## src/rtl/mac_requant_collector_if.sv

```systemverilog
// Output stream bus of the requant collector: quantized value plus valid/ready.
// Handshake: a word transfers on a clock edge where out_valid && out_ready; out_data is stable while out_valid && !out_ready.
interface mac_requant_collector_if #(
  parameter int OUT_WIDTH = 8
);
  logic signed [OUT_WIDTH-1:0] out_data;
  logic                        out_valid;
  logic                        out_ready;

  modport master (output out_data, output out_valid, input out_ready);
  modport slave  (input out_data, input out_valid, output out_ready);
endinterface

```

## src/rtl/mac_requant_collector.sv

```systemverilog
// Captures finished MAC sums, adds bias, rounds/shifts, applies ReLU and saturation,
// and buffers the quantized values in a small FIFO toward the output-map writer.
module mac_requant_collector #(
  parameter int ACC_WIDTH  = 32,
  parameter int OUT_WIDTH  = 8,
  parameter int SHIFT_W    = 5,
  parameter int FIFO_DEPTH = 4
) (
  input  logic                         clk,
  input  logic                         rst,
  input  logic signed [ACC_WIDTH-1:0]  acc_result,
  input  logic                         acc_finish,
  input  logic signed [ACC_WIDTH-1:0]  bias,
  input  logic        [SHIFT_W-1:0]    shift,
  input  logic                         relu_en,
  mac_requant_collector_if.master      out_bus,
  output logic [$clog2(FIFO_DEPTH):0]  fifo_count,
  output logic                         overflow
);
  localparam int PTR_W = $clog2(FIFO_DEPTH);
  localparam logic signed [ACC_WIDTH+1:0] SAT_MAX = (ACC_WIDTH+2)'((2 ** (OUT_WIDTH-1)) - 1);
  localparam logic signed [ACC_WIDTH+1:0] SAT_MIN = -SAT_MAX - (ACC_WIDTH+2)'(1);

  logic                        finish_d;
  logic                        capture;

  logic                        v0, v1, v2;
  logic signed [ACC_WIDTH-1:0] r_acc, r_bias;
  logic        [SHIFT_W-1:0]   r_shift, s1_shift;
  logic                        r_relu, s1_relu, s2_relu;
  logic signed [ACC_WIDTH:0]   s1_sum;
  logic signed [ACC_WIDTH+1:0] s2_q;

  logic signed [ACC_WIDTH+1:0] sum_ext, rnd, q_next, q_relu;
  logic        [OUT_WIDTH-1:0] sat_val;

  logic [OUT_WIDTH-1:0] mem [FIFO_DEPTH];
  logic [PTR_W-1:0]     wr_ptr, rd_ptr;
  logic                 push, pop, full, accept;

  // A level held on acc_finish yields one event; finish_d resets low so a
  // high level right after reset still counts.
  assign capture = acc_finish & ~finish_d;

  always_comb begin
    sum_ext = {s1_sum[ACC_WIDTH], s1_sum};
    rnd     = (ACC_WIDTH+2)'(1) << (s1_shift - SHIFT_W'(1));
    q_next  = sum_ext;
    if (s1_shift != '0) q_next = (sum_ext + rnd) >>> s1_shift;
  end

  always_comb begin
    q_relu = s2_q;
    if (s2_relu && (s2_q < 0)) q_relu = '0;
    sat_val = q_relu[OUT_WIDTH-1:0];
    if (q_relu > SAT_MAX) sat_val = SAT_MAX[OUT_WIDTH-1:0];
    else if (q_relu < SAT_MIN) sat_val = SAT_MIN[OUT_WIDTH-1:0];
  end

  always_ff @(posedge clk) begin
    if (rst) begin
      finish_d <= 1'b0;
      v0       <= 1'b0;
      v1       <= 1'b0;
      v2       <= 1'b0;
      r_acc    <= '0;
      r_bias   <= '0;
      r_shift  <= '0;
      r_relu   <= 1'b0;
      s1_sum   <= '0;
      s1_shift <= '0;
      s1_relu  <= 1'b0;
      s2_q     <= '0;
      s2_relu  <= 1'b0;
    end else begin
      finish_d <= acc_finish;
      v0       <= capture;
      if (capture) begin
        r_acc   <= acc_result;
        r_bias  <= bias;
        r_shift <= shift;
        r_relu  <= relu_en;
      end
      v1       <= v0;
      s1_sum   <= {r_acc[ACC_WIDTH-1], r_acc} + {r_bias[ACC_WIDTH-1], r_bias};
      s1_shift <= r_shift;
      s1_relu  <= r_relu;
      v2       <= v1;
      s2_q     <= q_next;
      s2_relu  <= s1_relu;
    end
  end

  // The pipeline never stalls: a push into a full FIFO survives only if a pop frees a slot the same edge.
  assign push   = v2;
  assign pop    = out_bus.out_valid & out_bus.out_ready;
  assign full   = (fifo_count == (PTR_W+1)'(FIFO_DEPTH));
  assign accept = push & (~full | pop);

  always_ff @(posedge clk) begin
    if (rst) begin
      wr_ptr     <= '0;
      rd_ptr     <= '0;
      fifo_count <= '0;
      overflow   <= 1'b0;
      for (int i = 0; i < FIFO_DEPTH; i++) mem[i] <= '0;
    end else begin
      if (accept) begin
        mem[wr_ptr] <= sat_val;
        wr_ptr      <= wr_ptr + PTR_W'(1);
      end
      if (pop) rd_ptr <= rd_ptr + PTR_W'(1);
      fifo_count <= fifo_count + {{PTR_W{1'b0}}, accept} - {{PTR_W{1'b0}}, pop};
      if (push && full && !pop) overflow <= 1'b1;
    end
  end

  assign out_bus.out_data  = mem[rd_ptr];
  assign out_bus.out_valid = (fifo_count != '0);
endmodule

```

## src/flat_wrapper.sv

```systemverilog
// flat-port wrapper written by rule: the top's interface ports become plain ports
module mac_requant_collector_flat 
#(
  parameter int ACC_WIDTH  = 32,
  parameter int OUT_WIDTH  = 8,
  parameter int SHIFT_W    = 5,
  parameter int FIFO_DEPTH = 4
)
  (clk, rst, acc_result, acc_finish, bias, shift, relu_en, fifo_count, overflow, out_bus_out_data, out_bus_out_valid, out_bus_out_ready);
  mac_requant_collector_if #(.OUT_WIDTH(OUT_WIDTH)) out_bus_i ();
  input  logic clk;
  input  logic rst;
  input  logic signed [ACC_WIDTH-1:0] acc_result;
  input  logic acc_finish;
  input  logic signed [ACC_WIDTH-1:0] bias;
  input  logic        [SHIFT_W-1:0] shift;
  input  logic relu_en;
  output logic [$clog2(FIFO_DEPTH):0] fifo_count;
  output logic overflow;
  output wire logic [$bits(out_bus_i.out_data)-1:0] out_bus_out_data;
  output wire logic [$bits(out_bus_i.out_valid)-1:0] out_bus_out_valid;
  input wire logic [$bits(out_bus_i.out_ready)-1:0] out_bus_out_ready;
  assign out_bus_out_data = out_bus_i.out_data;
  assign out_bus_out_valid = out_bus_i.out_valid;
  assign out_bus_i.out_ready = out_bus_out_ready;
  mac_requant_collector #(.ACC_WIDTH(ACC_WIDTH), .OUT_WIDTH(OUT_WIDTH), .SHIFT_W(SHIFT_W), .FIFO_DEPTH(FIFO_DEPTH)) u_core (.clk(clk), .rst(rst), .acc_result(acc_result), .acc_finish(acc_finish), .bias(bias), .shift(shift), .relu_en(relu_en), .out_bus(out_bus_i), .fifo_count(fifo_count), .overflow(overflow));
endmodule
```

## config.mk

```make
export PLATFORM = sky130hd
export DESIGN_NAME = mac_requant_collector_flat
export DESIGN_NICKNAME = d
export VERILOG_FILES = /design/src/rtl/mac_requant_collector_if.sv /design/src/rtl/mac_requant_collector.sv /design/src/flat_wrapper.sv
export SDC_FILE = /design/constraint.sdc
export NUM_CORES = 1
export LEC_CHECK = 0
export ABC_AREA = 0
export BUFFER_PORTS_ARGS = -buffer_cell sky130_fd_sc_hd__clkbuf_2
export CELL_PAD_IN_SITES_DETAIL_PLACEMENT = 1
export CELL_PAD_IN_SITES_GLOBAL_PLACEMENT = 1
export CORE_ASPECT_RATIO = 0.8
export CORE_UTILIZATION = 46
export DETAILED_ROUTE_END_ITERATION = 8
export PLACE_DENSITY = 0.84
export SLEW_MARGIN = 20
export SYNTH_ARGS = -nofsm -noshare
export SYNTH_HDL_FRONTEND = slang
export SYNTH_SLANG_ARGS = --single-unit
```

## constraint.sdc

```tcl
create_clock -name clk -period 4.9 [get_ports clk]
set_input_delay 0.245 -clock clk [delete_from_list [all_inputs] [get_ports clk]]
set_output_delay 0.245 -clock clk [all_outputs]
set_load 0.1 [all_outputs]
```

Yosys cells after proc, flatten, opt, wreduce, memory -nomap -nowiden
Memories as Yosys holds them, arrays and structs flattened. A register that Yosys moved wholly into a read port is not among the register bits.
Cells that the tools add are included.

word-level totals
  register bits = 156
  input bits = 74
  logic and storage cells = 58
  bits in writable memories = 32
  memories = 1
  output and inout port bits = 13

cells by class
  add/subtract/negate cells = 7
  multiplexer cells = 14
  $lt $le $gt $ge = 3
  bitwise gates (word level) = 6
  reduce and logical (&&, ||, !) cells = 7
  equal/unequal tests = 1
  shift-type cells = 2

memory list
  name        words  width  rd ports  clocked after memory_dff  write ports  line                         RTL
  u_core.mem  4      8      1         1                         4            mac_requant_collector.sv:37  logic [OUT_WIDTH-1:0] mem [FIFO_DEPTH];

operator list
  kind                                                                               number
  34-bit two-way mux                                                                 2
  33-bit by 34-bit adder with 34-bit output                                          1
  34-bit by 8-bit greater-than comparator with 1-bit output (second input constant)  1
  34-bit by 1-bit less-than comparator with 1-bit output (second input constant)     1
  34-bit by 8-bit less-than comparator with 1-bit output (second input constant)     1
  1-bit by 5-bit left shift with 34-bit output (first input constant)                1
  34-bit by 5-bit >>> shifter with 34-bit output                                     1
  32-bit by 32-bit adder with 33-bit output                                          1
  8-bit two-way mux                                                                  3
  8-bit OR reduction                                                                 1
  1-bit two-way mux                                                                  6
  2-bit two-way mux                                                                  3
  5-bit nonzero test                                                                 1
  5-bit by 1-bit subtractor with 5-bit output (second input constant)                1
  2-bit by 1-bit adder with 2-bit output (second input constant)                     2
  3-bit by 1-bit adder with 3-bit output                                             1
  1-bit bitwise AND                                                                  3
  3-bit == test (second input constant)                                              1
  1-bit logical AND                                                                  3
  3-bit nonzero test                                                                 1
  3-bit by 1-bit subtractor with 3-bit output                                        1
  1-bit inverter                                                                     2
  1-bit logical NOT                                                                  1
  1-bit bitwise OR                                                                   1

Depth between registers and ports, before layout
  depth in word-level cells = 9
  gate-level depth with buffers = 20
  gate-level depth less buffers = 16

Worst setup path before layout
OpenSTA, ideal clock, no wires.

  kind = register to register
  from = register u_core.s1_shift[1]
  to = register u_core.s2_q[13]
  required time = 4772 ps
  arrival time = 4421 ps
  setup time = 128 ps
  path slack = 351 ps
  clock period less this slack = 4549 ps
  stages on the path, launching flop included = 19
  buffers on the path = 3
  path through = dfxtp_1 clkbuf_1 clkbuf_1 clkbuf_1 nor2_1 and3_1 ha_1 fa_1 a211oi_1 nor2_1 a211oi_4 o21ai_2 a311oi_1 xnor2_1 mux4_2 o21ai_1 a21oi_1 a221oi_1 a211oi_1

on the way
  longest elaborated chain between the ends = 5
  elaborated cells on any way between the ends = 6
  those cells by class = 2 x add/sub; 2 x shift; 1 x mux; 1 x reduce/logical

ends and longest elaborated chain
  item                                            line                         RTL
  start: declaration                              mac_requant_collector.sv:29  logic [SHIFT_W-1:0] r_shift, s1_shift;
  start signal: assignment                        mac_requant_collector.sv:86  s1_shift <= r_shift;
  5-bit by 1-bit subtractor with 5-bit output     mac_requant_collector.sv:47  rnd = (ACC_WIDTH+2)'(1) << (s1_shift - SHIFT_W'(1));
  1-bit by 5-bit left shift with 34-bit output    mac_requant_collector.sv:47
  33-bit by 34-bit adder with 34-bit output       mac_requant_collector.sv:49  if (s1_shift != '0) q_next = (sum_ext + rnd) >>> s1_shift;
  34-bit by 5-bit >>> shifter with 34-bit output  mac_requant_collector.sv:49
  34-bit two-way mux *                            mac_requant_collector.sv:49
  end signal: assignment                          mac_requant_collector.sv:89  s2_q <= q_next;
  end: declaration                                mac_requant_collector.sv:32  logic signed [ACC_WIDTH+1:0] s2_q;

Mark *: on every way between the ends. The rest lies on a longest branch, timed or not.
A chain may end at the register's enable or synchronous reset.

Worst setup path after layout
  from = register u_core.s1_shift[2]
  to = register u_core.s2_q[3]

Same word-level chain as after synthesis.

==> impl_summary.log <==
INFO  metric fin_setup_tns = 0 ns
INFO  metric ant_nets = 0
INFO  metric die_outline_area = 27800 um2
INFO  metric floorplan.rows = between 50 and 60
INFO  metric dr_total_vias = 12400
INFO  metric worst_r2r_path_depth = 17
INFO  metric synth_top_flop_cell = sky130_fd_sc_hd__dfxtp_1
INFO  metric ios = 87
INFO  metric worstPathArrival = 5.13 ns
INFO  metric cp_top_family = compound AO/OA/AOI/OAI gates
INFO  metric setup_violations = 0
INFO  metric vdd_ir_drop_max = roughly 0.45 mV
INFO  metric layout_min_cycle_time = approximately 4.8 ns
INFO  metric crit_path_cell_trace = inv_1 > nor2_1 > nand2_1 > nor2_1 > ha_1 > a211oi_1 > o21ai_0 > a221oi_1 > o211ai_2 > a41o_2 > xnor2_1 > buf_4 > a32oi_1 > nand2_1 > a2bb2oi_1 > o21ai_0 > a221oi_1
INFO  metric outcome = finished, final reports clean
INFO  metric p_leak = 5.88 nW
INFO  metric port_buffers = 86
INFO  metric yosys.area_share.xor_xnor = roughly 3.8%
INFO  metric viasPerCell = around 6.2
INFO  metric worst_slew_pin_slew = just over 0.9 ns
INFO  metric grt_util_all_layers = between 30% and 40%
INFO  metric reg2reg_slack = 0.13 ns
INFO  metric endpoint_kind = register
INFO  metric crit_path_max_fanout = 12
INFO  metric synthCells = ~1600
INFO  metric layout_cell_share_with_drive_strength_beyond_1 = 14.6%
INFO  metric worst_skew_pair.late_latency = about 0.46 ns
INFO  metric detailed_place_hpwl = between 30000 and 40000 um
INFO  metric cts_buffer_depth = 2
INFO  metric finish.cell_count_without_fillers = 2012
INFO  metric worst_slew_margin_rel = roughly two fifths
INFO  metric yosys.area_share.adder = slightly above 7%
INFO  metric async_reset_ff_share = 0%
INFO  metric gp_congestion = between 0.9 and 1
INFO  metric postSynthRegisterBits = 190
INFO  metric largest_family_of_logic_cells_by_synthesized_area = compound AO/OA/AOI/OAI gates
INFO  metric fmax = 0.209 GHz
INFO  metric kind_of_start_point_of_the_critical_path = register
INFO  metric reg2reg_to = u_core.s2_q[3]$_SDFF_PP0_
INFO  metric timing_hold_violations_final = 0
INFO  metric cts-buffers-inserted = 17
INFO  metric gr-total-overflow = 0
INFO  metric holdWs = ~0.012 ns
INFO  metric number_of_antenna_violations_at_the_first_check_in_global_routing = 4
INFO  metric simple_gate_area_share_of_the_yosys_netlist = 22.0%
INFO  metric cp_slowest_stage_delay = 0.40 ns
INFO  metric number_of_global_route_vias_before_repair = 12300
INFO  metric routedWlPerCell = 23.1 um
INFO  metric seqCellArea = between 4000 and 5000 um2
INFO  metric timing.critical_path.required = ~5.3 ns
INFO  metric critical_path_class = register to register
INFO  metric first_pass_iters = 5
INFO  metric synth_edf_count = 32
INFO  metric core_region_area = 26500 um2
INFO  metric rsz0062_at_grt = no
INFO  metric initial_utilization = 47.2%
INFO  metric slowest_library_cell_on_the_worst_path = sky130_fd_sc_hd__nor2_1
INFO  metric dr.first_iter.drc_count = approximately 840
INFO  metric htree_num_levels = 4
INFO  metric synth.distinct_cells = 93
INFO  metric fp.dieW = around 190 um
INFO  metric clk_pin_slew = 0.08 ns
INFO  metric synth-compound-area-share = 24.7%
INFO  metric global_route_wire_length_before_repair = 71000 um
INFO  metric num-fill-cells = 3238
INFO  metric nets = 1783
INFO  metric worst_hold_path_type = primary input to register
INFO  metric ctsRootBufferMaster = sky130_fd_sc_hd__clkbuf_16
INFO  metric hold_path_depth = 3
INFO  metric post_synth_instance_area = 12500 um2
INFO  metric finalMaxSlewViolations = 0
INFO  metric finalClockSkew = around 0.016 ns
INFO  metric yosysWarningCount = 0
INFO  metric chipHeight = between 100 and 150 um
INFO  metric crit_buf_inv = 2
INFO  metric multi_input_area = 7790 um2
INFO  metric grt_max_degree = between 70 and 80
INFO  metric total_power = between 4 and 5 mW
INFO  metric finalCritPeriodShare = a little over nine tenths
INFO  metric post_synth.cell_area_avg = approximately 8 um2
INFO  metric cts_tree = done
INFO  metric worst_hold_path.endpoint = u_core.r_bias[9]$_SDFFE_PP0P_
INFO  metric wl = about 46000 um
INFO  metric drcViolationCount = 0
INFO  metric max_cap_violation_count = 0
INFO  metric pwr_density_cell = 329 nW/um2
INFO  metric hold_path.startpoint = bias[9]
INFO  metric ys_seq_area_share = 33.0%
INFO  metric post-place-cells = about 2000
INFO  metric synth.net_count = roughly 1700
INFO  metric timing.rr.start = u_core.s1_shift[2]$_SDFF_PP0_
INFO  metric yosys-mux-area-fraction = 4.65%
INFO  metric flow.area_growth_from_synthesis = 12.4%
INFO  metric cts.sinks = 190
==> kinds of logic (layout without fill, tap and decap cells) <==
kind of cell	count (synthesis)	count (layout)
compound gates	467	467
xor+xnor	54	54
buf+inv	124	213
fa+ha+maj	69	69
other cells	0	2
mux	37	37
simple gates	623	623
flops	190	190
==> synthesized netlist by cell type (5+ instances only) <==
cell type,instances,area (um2)
sky130_fd_sc_hd__o2111ai_1,7,61.3
sky130_fd_sc_hd__o221ai_1,8,70.1
sky130_fd_sc_hd__nor3_1,36,180
sky130_fd_sc_hd__a2bb2oi_1,5,43.8
sky130_fd_sc_hd__nand3_1,22,110
sky130_fd_sc_hd__xnor2_1,28,245
sky130_fd_sc_hd__a31oi_1,13,81.3
sky130_fd_sc_hd__o31ai_1,9,67.6
sky130_fd_sc_hd__nor2_1,190,713
sky130_fd_sc_hd__clkbuf_1,60,225
sky130_fd_sc_hd__inv_1,25,93.8
sky130_fd_sc_hd__edfxtp_1,32,961
sky130_fd_sc_hd__a211o_1,7,61.3
sky130_fd_sc_hd__o21ai_0,66,330
sky130_fd_sc_hd__nand4_1,23,144
sky130_fd_sc_hd__mux2i_1,13,130
sky130_fd_sc_hd__o21a_1,13,97.6
sky130_fd_sc_hd__o2bb2ai_1,5,43.8
sky130_fd_sc_hd__or3_1,10,62.6
sky130_fd_sc_hd__xor2_1,26,228
sky130_fd_sc_hd__buf_1,6,22.5
sky130_fd_sc_hd__nor4_1,11,68.8
sky130_fd_sc_hd__mux2_2,8,90.1
sky130_fd_sc_hd__or2_2,9,56.3
sky130_fd_sc_hd__and2_1,11,68.8
sky130_fd_sc_hd__a21o_1,30,225
sky130_fd_sc_hd__a211oi_1,26,195
sky130_fd_sc_hd__dfxtp_1,158,3160
sky130_fd_sc_hd__o22ai_1,8,50.1
sky130_fd_sc_hd__and3_1,10,62.6
sky130_fd_sc_hd__nand2b_1,7,43.8
sky130_fd_sc_hd__a21boi_0,5,37.5
sky130_fd_sc_hd__a21oi_1,167,836
sky130_fd_sc_hd__nand2_1,255,957
sky130_fd_sc_hd__buf_2,13,65.1
sky130_fd_sc_hd__a221oi_1,12,105
sky130_fd_sc_hd__buf_6,10,113
sky130_fd_sc_hd__nor2b_1,21,131
sky130_fd_sc_hd__o21ai_1,7,35.0
sky130_fd_sc_hd__o22a_1,8,70.1
sky130_fd_sc_hd__ha_1,66,826
sky130_fd_sc_hd__buf_4,5,37.5
sky130_fd_sc_hd__mux4_2,16,360
sky130_fd_sc_hd__o211ai_1,16,120
==> how the worst max path moves through the flow <==
stage / startpoint / to / slack [ns] / cells past startpoint
2_1_floorplan: u_core.s1_shift[1]$_SDFF_PP0_ / u_core.s2_q[13]$_SDFF_PP0_ / 0.35 / 18
3_3_place_gp: u_core.s1_shift[2]$_SDFF_PP0_ / u_core.s2_q[3]$_SDFF_PP0_ / 0.28 / 17
3_5_place_dp: u_core.s1_shift[2]$_SDFF_PP0_ / u_core.s2_q[3]$_SDFF_PP0_ / 0.33 / 17
4_1_cts: u_core.s1_shift[2]$_SDFF_PP0_ / u_core.s2_q[3]$_SDFF_PP0_ / 0.31 / 17
5_1_grt: u_core.s1_shift[2]$_SDFF_PP0_ / u_core.s2_q[31]$_SDFF_PP0_ / 0.006 / 17
6_report: u_core.s1_shift[2]$_SDFF_PP0_ / u_core.s2_q[3]$_SDFF_PP0_ / 0.13 / 17
==> layout by cell type (no fill, tap or decap), types with 9 or more instances in the layout <==
cell type	n
sky130_fd_sc_hd__clkbuf_16	18
sky130_fd_sc_hd__edfxtp_1	32
sky130_fd_sc_hd__or3_1	10
sky130_fd_sc_hd__o21ai_0	65
sky130_fd_sc_hd__and3_1	10
sky130_fd_sc_hd__nand3_1	22
sky130_fd_sc_hd__nand2_1	255
sky130_fd_sc_hd__clkbuf_2	85
sky130_fd_sc_hd__nor2b_1	20
sky130_fd_sc_hd__buf_4	61
sky130_fd_sc_hd__o21a_1	13
sky130_fd_sc_hd__nor2_1	190
sky130_fd_sc_hd__nor3_1	36
sky130_fd_sc_hd__mux2i_1	12
sky130_fd_sc_hd__a21oi_1	167
sky130_fd_sc_hd__xor2_1	26
sky130_fd_sc_hd__nand4_1	23
sky130_fd_sc_hd__o211ai_1	16
sky130_fd_sc_hd__ha_1	66
sky130_fd_sc_hd__inv_1	25
sky130_fd_sc_hd__or2_2	9
sky130_fd_sc_hd__a31oi_1	13
sky130_fd_sc_hd__a211oi_1	26
sky130_fd_sc_hd__dlygate4sd3_1	9
sky130_fd_sc_hd__dfxtp_1	158
sky130_fd_sc_hd__a221oi_1	12
sky130_fd_sc_hd__nor4_1	11
sky130_fd_sc_hd__mux4_2	16
sky130_fd_sc_hd__o31ai_1	9
sky130_fd_sc_hd__and2_1	11
sky130_fd_sc_hd__a21o_1	30
sky130_fd_sc_hd__xnor2_1	28
==> cell type report <==
type | count | share of cell area [%]
Sequential cell | 190 | 29.4
Tap cell | 357 | 3.18
Inverter | 26 | 0.696
Multi-Input combinational cell | 1250 | 55.5
Clock buffer | 19 | 3.24
Timing Repair Buffer | 155 | 6.94
Clock inverter | 13 | 0.981
Antenna cell | 2 | 0.0357
==> metrics by stage <==
stage,cell area [um2],worst slack [ns],util (%)
after floorplan,12500,0.351,-
after global placement,13300,0.277,50.4
after detailed placement,13300,0.329,50.4
after CTS,14000,0.309,53.0
after global routing,14000,0.00591,53.0
final,14000,0.125,53.0
==> state kept, by name (all words and copies together) (netlist names), named ones only <==
signal / count
u_core.push: 1
u_core.s2_q: 34
u_core.mem: 32
u_core.r_relu: 1
u_core.s1_shift: 5
u_core.v0: 1
u_core.r_bias: 32
u_core.wr_ptr: 2
u_core.finish_d: 1
u_core.fifo_count: 3
u_core.overflow: 1
u_core.s2_relu: 1
u_core.v1: 1
u_core.s1_sum: 33
u_core.r_acc: 32
u_core.s1_relu: 1
u_core.r_shift: 5
u_core.rd_ptr: 2
==> worst min-delay path, cell delays in order <==
cell and delay (ns):
sky130_fd_sc_hd__clkbuf_2 0.08, sky130_fd_sc_hd__nand2_1 0.05, sky130_fd_sc_hd__a21oi_1 0.05
==> metal layers <==
metal | share of wire [%] | track usage [%]
met5 | 0.093 | 0
met4 | 3.7 | 14.9
met3 | 6.2 | 7.57
met2 | 46 | 54.6
met1 | 43 | 43.2
==> where the power goes <==
part | switching [mW] | internal [mW] | leakage [nW]
clock network | 0.674 | 0.725 | 0.288
logic | 0.947 | 0.428 | 3.96
registers | 0.129 | 1.71 | 1.63
==> what timing repair did <==
action | in CTS | in global routing
setup endpoints to repair | 0 | 2
gates resized for setup | 0 | 1
hold buffers | 9 | 0
endpoints found under the hold margin | 9 | 0
setup buffers | 0 | 0
Power figures use the tool's default switching activity.
